### config.mk
export PLATFORM = sky130hd
export DESIGN_NAME = hysteresis_threshold
export DESIGN_NICKNAME = d
export VERILOG_FILES = /design/src/rtl/hysteresis_threshold.sv
export SDC_FILE = /design/constraint.sdc
export NUM_CORES = 2
export LEC_CHECK = 0
export ABC_CLOCK_PERIOD_IN_PS = 7800
export BUFFER_PORTS_ARGS = -buffer_cell sky130_fd_sc_hd__buf_4
export CORE_ASPECT_RATIO = 2
export CORE_MARGIN = 4
export CORE_UTILIZATION = 57
export CTS_CLUSTER_SIZE = 16
export DETAILED_ROUTE_END_ITERATION = 12
export HOLD_SLACK_MARGIN = 0.05
export PLACE_DENSITY = 0.8
export SETUP_SLACK_MARGIN = 0.02
export SLEW_MARGIN = 5
export SYNTH_ARGS = -nofsm -noshare
export SYNTH_HDL_FRONTEND = slang
export SYNTH_SLANG_ARGS = --single-unit
### constraint.sdc
create_clock -name clk -period 7.8 [get_ports clk]
set_input_delay 0.78 -clock clk [delete_from_list [all_inputs] [get_ports clk]]
set_output_delay 0.78 -clock clk [all_outputs]
set_load 0.01 [all_outputs]
### src/rtl/hysteresis_threshold.sv
// Double-threshold classification followed by 8-neighbour hysteresis over a 3x3
// class window; emits a binary edge map in raster order.
module hysteresis_threshold #(
  parameter int DATA_W = 8,
  parameter int IMG_W  = 512,
  parameter int IMG_H  = 512
) (
  input  logic              clk,
  input  logic              rst_n,
  input  logic [DATA_W-1:0] hi_thr,
  input  logic [DATA_W-1:0] lo_thr,
  input  logic [DATA_W-1:0] data_in,
  input  logic              data_in_valid,
  output logic [DATA_W-1:0] data_out,
  output logic              data_out_valid,
  output logic              frame_done,
  output logic              overrun
);

  localparam int TOTAL = IMG_W * IMG_H;
  localparam int IDX_W = $clog2(TOTAL + IMG_W + 1);
  localparam int CW    = $clog2(IMG_W);
  localparam int RW    = (IMG_H > 2) ? $clog2(IMG_H) : 1;

  localparam logic [IDX_W-1:0] IDX_FILL_END = IDX_W'(IMG_W);
  localparam logic [IDX_W-1:0] IDX_EMIT     = IDX_W'(IMG_W + 1);
  localparam logic [IDX_W-1:0] IDX_LAST_IN  = IDX_W'(TOTAL - 1);
  localparam logic [IDX_W-1:0] IDX_LAST_FL  = IDX_W'(TOTAL + IMG_W);
  localparam logic [CW-1:0]    COL_LAST     = CW'(IMG_W - 1);
  localparam logic [RW-1:0]    ROW_LAST     = RW'(IMG_H - 1);

  localparam logic [1:0] CLS_NONE   = 2'd0;
  localparam logic [1:0] CLS_WEAK   = 2'd1;
  localparam logic [1:0] CLS_STRONG = 2'd2;

  typedef enum logic [1:0] {ST_IDLE, ST_FILL, ST_RUN, ST_FLUSH} state_t;

  state_t state_reg, state_next;

  logic [DATA_W-1:0] hi_l_reg, lo_l_reg;
  logic [IDX_W-1:0]  in_idx_reg;
  logic [CW-1:0]     in_col_reg;
  logic              overrun_reg;

  logic              flush_slot, take_pix, slot;
  logic [DATA_W-1:0] thr_hi, thr_lo;
  logic [1:0]        slot_cls;

  logic              a_valid_reg, a_emit_reg;
  logic [1:0]        a_cls_reg;
  logic [CW-1:0]     a_col_reg;

  logic [1:0]        lb0_mem [IMG_W];
  logic [1:0]        lb1_mem [IMG_W];
  logic [1:0]        lb0_q_reg, lb1_q_reg;

  logic              b_valid_reg;
  logic [1:0]        win_reg [3][3];

  logic [CW-1:0]     out_col_reg;
  logic [RW-1:0]     out_row_reg;
  logic [DATA_W-1:0] data_out_reg;
  logic              data_out_valid_reg, frame_done_reg;

  logic              top_ok, bot_ok, left_ok, right_ok, hit;
  logic [8:0]        nb_strong;

  // ---------------- FSM ----------------
  always_ff @(posedge clk) begin
    if (!rst_n) state_reg <= ST_IDLE;
    else        state_reg <= state_next;
  end

  always_comb begin
    state_next = state_reg;
    case (state_reg)
      ST_IDLE:  if (data_in_valid) state_next = ST_FILL;
      ST_FILL:  if (data_in_valid && in_idx_reg == IDX_FILL_END) state_next = ST_RUN;
      ST_RUN:   if (data_in_valid && in_idx_reg == IDX_LAST_IN) state_next = ST_FLUSH;
      ST_FLUSH: if (in_idx_reg == IDX_LAST_FL) state_next = ST_IDLE;
      default:  state_next = ST_IDLE;
    endcase
  end

  // The first pixel of a frame is classified against the live thresholds,
  // since the latched copies are only written on that same edge.
  always_comb begin
    flush_slot = (state_reg == ST_FLUSH);
    take_pix   = data_in_valid && !flush_slot;
    slot       = take_pix || flush_slot;
    thr_hi     = (state_reg == ST_IDLE) ? hi_thr : hi_l_reg;
    thr_lo     = (state_reg == ST_IDLE) ? lo_thr : lo_l_reg;
  end

  always_comb begin
    slot_cls = CLS_NONE;
    if (!flush_slot) begin
      if (data_in > thr_hi)       slot_cls = CLS_STRONG;
      else if (data_in >= thr_lo) slot_cls = CLS_WEAK;
    end
  end

  // ---------------- stage A: classify ----------------
  always_ff @(posedge clk) begin
    if (!rst_n) begin
      hi_l_reg    <= '0;
      lo_l_reg    <= '0;
      in_idx_reg  <= '0;
      in_col_reg  <= '0;
      overrun_reg <= 1'b0;
      a_valid_reg <= 1'b0;
      a_emit_reg  <= 1'b0;
      a_cls_reg   <= CLS_NONE;
      a_col_reg   <= '0;
    end else begin
      a_valid_reg <= slot;
      if (slot) begin
        a_cls_reg  <= slot_cls;
        a_col_reg  <= in_col_reg;
        a_emit_reg <= (in_idx_reg >= IDX_EMIT);
        if (flush_slot && in_idx_reg == IDX_LAST_FL) begin
          in_idx_reg <= '0;
          in_col_reg <= '0;
        end else begin
          in_idx_reg <= in_idx_reg + 1'b1;
          in_col_reg <= (in_col_reg == COL_LAST) ? '0 : in_col_reg + 1'b1;
        end
      end
      if (state_reg == ST_IDLE && data_in_valid) begin
        hi_l_reg <= hi_thr;
        lo_l_reg <= lo_thr;
      end
      if (flush_slot && data_in_valid) overrun_reg <= 1'b1;
    end
  end

  // Class line buffers: read issued with the slot, written one cycle later.
  always_ff @(posedge clk) begin
    if (slot) begin
      lb0_q_reg <= lb0_mem[in_col_reg];
      lb1_q_reg <= lb1_mem[in_col_reg];
    end
    if (a_valid_reg) begin
      lb0_mem[a_col_reg] <= a_cls_reg;
      lb1_mem[a_col_reg] <= lb0_q_reg;
    end
  end

  // ---------------- stage B: 3x3 window ----------------
  always_ff @(posedge clk) begin
    if (!rst_n) begin
      b_valid_reg <= 1'b0;
      for (int r = 0; r < 3; r++)
        for (int c = 0; c < 3; c++)
          win_reg[r][c] <= CLS_NONE;
    end else begin
      b_valid_reg <= a_valid_reg && a_emit_reg;
      if (a_valid_reg) begin
        for (int r = 0; r < 3; r++) begin
          win_reg[r][0] <= win_reg[r][1];
          win_reg[r][1] <= win_reg[r][2];
        end
        win_reg[0][2] <= lb1_q_reg;
        win_reg[1][2] <= lb0_q_reg;
        win_reg[2][2] <= a_cls_reg;
      end
    end
  end

  // ---------------- stage C: decision ----------------
  // Border masks stop stale line-buffer rows and the line wrap from leaking in.
  assign top_ok   = (out_row_reg != '0);
  assign bot_ok   = (out_row_reg != ROW_LAST);
  assign left_ok  = (out_col_reg != '0);
  assign right_ok = (out_col_reg != COL_LAST);

  for (genvar gi = 0; gi < 9; gi++) begin : g_nb
    localparam int R = gi / 3;
    localparam int C = gi % 3;
    logic row_ok, col_ok;
    if (R == 0)      assign row_ok = top_ok;
    else if (R == 2) assign row_ok = bot_ok;
    else             assign row_ok = 1'b1;
    if (C == 0)      assign col_ok = left_ok;
    else if (C == 2) assign col_ok = right_ok;
    else             assign col_ok = 1'b1;
    if (gi == 4) assign nb_strong[gi] = 1'b0;
    else         assign nb_strong[gi] = row_ok && col_ok && (win_reg[R][C] == CLS_STRONG);
  end

  assign hit = (win_reg[1][1] == CLS_STRONG) || ((win_reg[1][1] == CLS_WEAK) && (|nb_strong));

  always_ff @(posedge clk) begin
    if (!rst_n) begin
      data_out_reg       <= '0;
      data_out_valid_reg <= 1'b0;
      frame_done_reg     <= 1'b0;
      out_col_reg        <= '0;
      out_row_reg        <= '0;
    end else begin
      data_out_valid_reg <= b_valid_reg;
      frame_done_reg     <= 1'b0;
      if (b_valid_reg) begin
        data_out_reg <= hit ? '1 : '0;
        if (out_col_reg == COL_LAST) begin
          out_col_reg <= '0;
          if (out_row_reg == ROW_LAST) begin
            out_row_reg    <= '0;
            frame_done_reg <= 1'b1;
          end else begin
            out_row_reg <= out_row_reg + 1'b1;
          end
        end else begin
          out_col_reg <= out_col_reg + 1'b1;
        end
      end
    end
  end

  assign data_out       = data_out_reg;
  assign data_out_valid = data_out_valid_reg;
  assign frame_done     = frame_done_reg;
  assign overrun        = overrun_reg;

endmodule

==> flow_summary.yaml <==
die:
  start_util: 0.573
  die_h_microns: 556
  ioPinCount: 38
  rows: 201
  coreArea_sq_um: 150000
  dieArea_sq_um: 157000
  die_x_microns: 282
synth:
  syn_inst: 4600
  yosys.area.top_type_share: 0.726
  synth-edff-count: 2070
  seq_area_frac_synth: 0.745
  ys_ff_latch: 2152
  syn_avg_cell_area_sq_um: 18.6
  async_flop_share: 0
  yosysMostFrequentCell: "edfxtp_1"
  syn_area_sq_um: 85700
  synth_area_leaders: "edfxtp_1, mux4_2, nor2_1"
  post_synth_num_cell_types: 65
  ys_warn_count: 0
  synth_common_cells: "edfxtp_1, nor2_1, mux4_2"
  synth.net_count: 4659
  synth_flop_cell: "edfxtp_1"
  yosys.area.top_type: "edfxtp_1"
timing:
  tns_ns: 0
  max_freq_mhz: 213
  fin_crit_sh: 0.602
  final_period_minus_worst_setup_slack_ns: 4.69
  relSlewSlack: 0.0729
  finalHoldViolCount: 0
  finalSetupViolCount: 0
  report.final.slew_viol_count: 0
  skew_ns: 0.0312
  tightest_slew_ns: 1.39
  rsz0062_at_grt: "false"
drt:
  via_per_inst: 6.92
  wire_per_inst_microns: 34.1
  drt_pass1_iterations: 8
  remaining_drc_errors: 0
  routed_wl_microns: 226000
  drtIter0Drc: 6811
  antenna_left: 0
  num_vias: 45848
setup_path:
  critPathMaxFanout: 71
  slowest_stage: "nor3_1"
  slowest_delay_ns: 1.04
  crit_arrival_ns: 5.21
  reg2reg_slack_ns: 3.11
  cp_common_cell: "a211oi_1"
  crit_type: "register to register"
  cp_cell_sequence: "buf_12, buf_12, mux4_2, and2_1, a211oi_1, a211oi_1, nor3_1, o311ai_0, a211oi_1, a31oi_1"
  cp-end-kind: "register"
  start_kind: "register"
  crit_required_ns: 8.31
clock_network:
  cts_sinks: 2152
  post-cts-setup-buffer-count: 0
  clk_pin_slew_ns: 0.07
  cts_resized: 0
  clk_latency_ns: 0.82
  cts_buffer_depth: 4
  cts_tree: "built"
  clock-root-buffer: "clkbuf_16"
  hold_buffers: 0
  cts_made_buffers: 172
  cts_htree_levels: 4
outcome:
  status: "finished, final reports clean"
grt:
  grt_pass1_wl_microns: 329000
  antenna_found_initial: 10
  grt_overflow: 0
  grt_usage: 0.292
  grt_start_max_net_pins: 261
  grt_pass1_vias: 48061
power:
  peakVddDrop_uv: 203
  total_leakage_power_nw: 27.9
  powerDensity_nw_per_um2: 256
finish:
  drive_above_1_share: 0.188
  fin_nets: 4644
  area_delta_synth_final_pct: 8.38
  postLayoutCoreUtil: 0.621
run:
  cap_violations: 0
placed_design:
  io_buffers: 37
  dp_hpwl_microns: 137000
  routabilityCongestion: 0.914
hold_path:
  hold_class: "primary input to register"
-- worst paths after layout --
check,depth (start not counted),start,endpoint
max,10,in_col_reg[1],lb1_q_reg[1]
min,3,hi_thr[6],hi_l_reg[6]
max reg2reg,10,in_col_reg[1],lb1_q_reg[1]
min reg2reg,2,lo_l_reg[1],lo_l_reg[1]
-- layer usage --
metal  GRT usage  vias up  wire length, microns
li1            -    18300                     -
met1       0.315    23194                 64500
met2       0.481     3280                114000
met3      0.0611     1070                 22100
met4       0.264        4                 26000
met5           0        -                    24
-- kinds of logic after synthesis --
logic type	share of synthesized area
mux	0.148
flops	0.745
fa+ha+maj	0.00467
buf+inv	0.0183
xor+xnor	0.00296
compound gates	0.0297
simple gates	0.0521
-- per-stage QoR --
step                      power (mW)  instance area [sq um]  setup slack [ns]  hold slack (ns)  std cells
after floorplan                 15.2                  85700             0.195            0.434       4600
after global placement          15.7                  87700              3.36            0.440       6338
after detailed placement        15.8                  87700              3.35            0.446       6338
after CTS                       23.8                  92800              3.30            0.207       6614
after global routing            24.4                  92800              2.92            0.235       6616
final                           23.8                  92900              3.11            0.231       6625
-- power by group --
part	internal (mW)	leakage (nW)	switching [mW]
sequential	13.2	19.3	0.117
clock	4.41	2.47	3.84
combinational	0.754	6.12	1.42
-- placed cells by master, fill, tap and decap left out, types with 33 or more instances in the layout --
cell type,netlist,layout
mux2i_1,113,113
nor2_1,615,611
nand3_1,54,50
buf_4,42,103
dfxtp_1,82,74
clkbuf_1,159,43
clkbuf_16,0,176
a22oi_1,46,46
edfxtp_1,2070,2070
and3_1,33,33
mux4_2,501,501
a21oi_1,103,103
o21ai_0,36,34
nand2_1,217,205
-- area by class of cell --
type | count | area [sq um]
sequential | 2152 | 63800
fill | 9683 | 56800
multi-input combinational | 2124 | 20400
clock buffer | 222 | 4610
tap | 1928 | 2410
timing repair buffer | 118 | 1070
clock inverter | 54 | 467
inverter | 17 | 65.1
antenna | 10 | 25.0
-- critical path, delay by kind of cell, from the launching register on --
family	cells	cell delay, ns
AO/OA/AOI/OAI	5	0.88
buffers and inverters	2	0.84
AND/OR/NAND/NOR	2	1.21
flip-flops	1	0.94
multiplexers	1	0.37
Note: power is estimated with default switching activity, not from simulation.
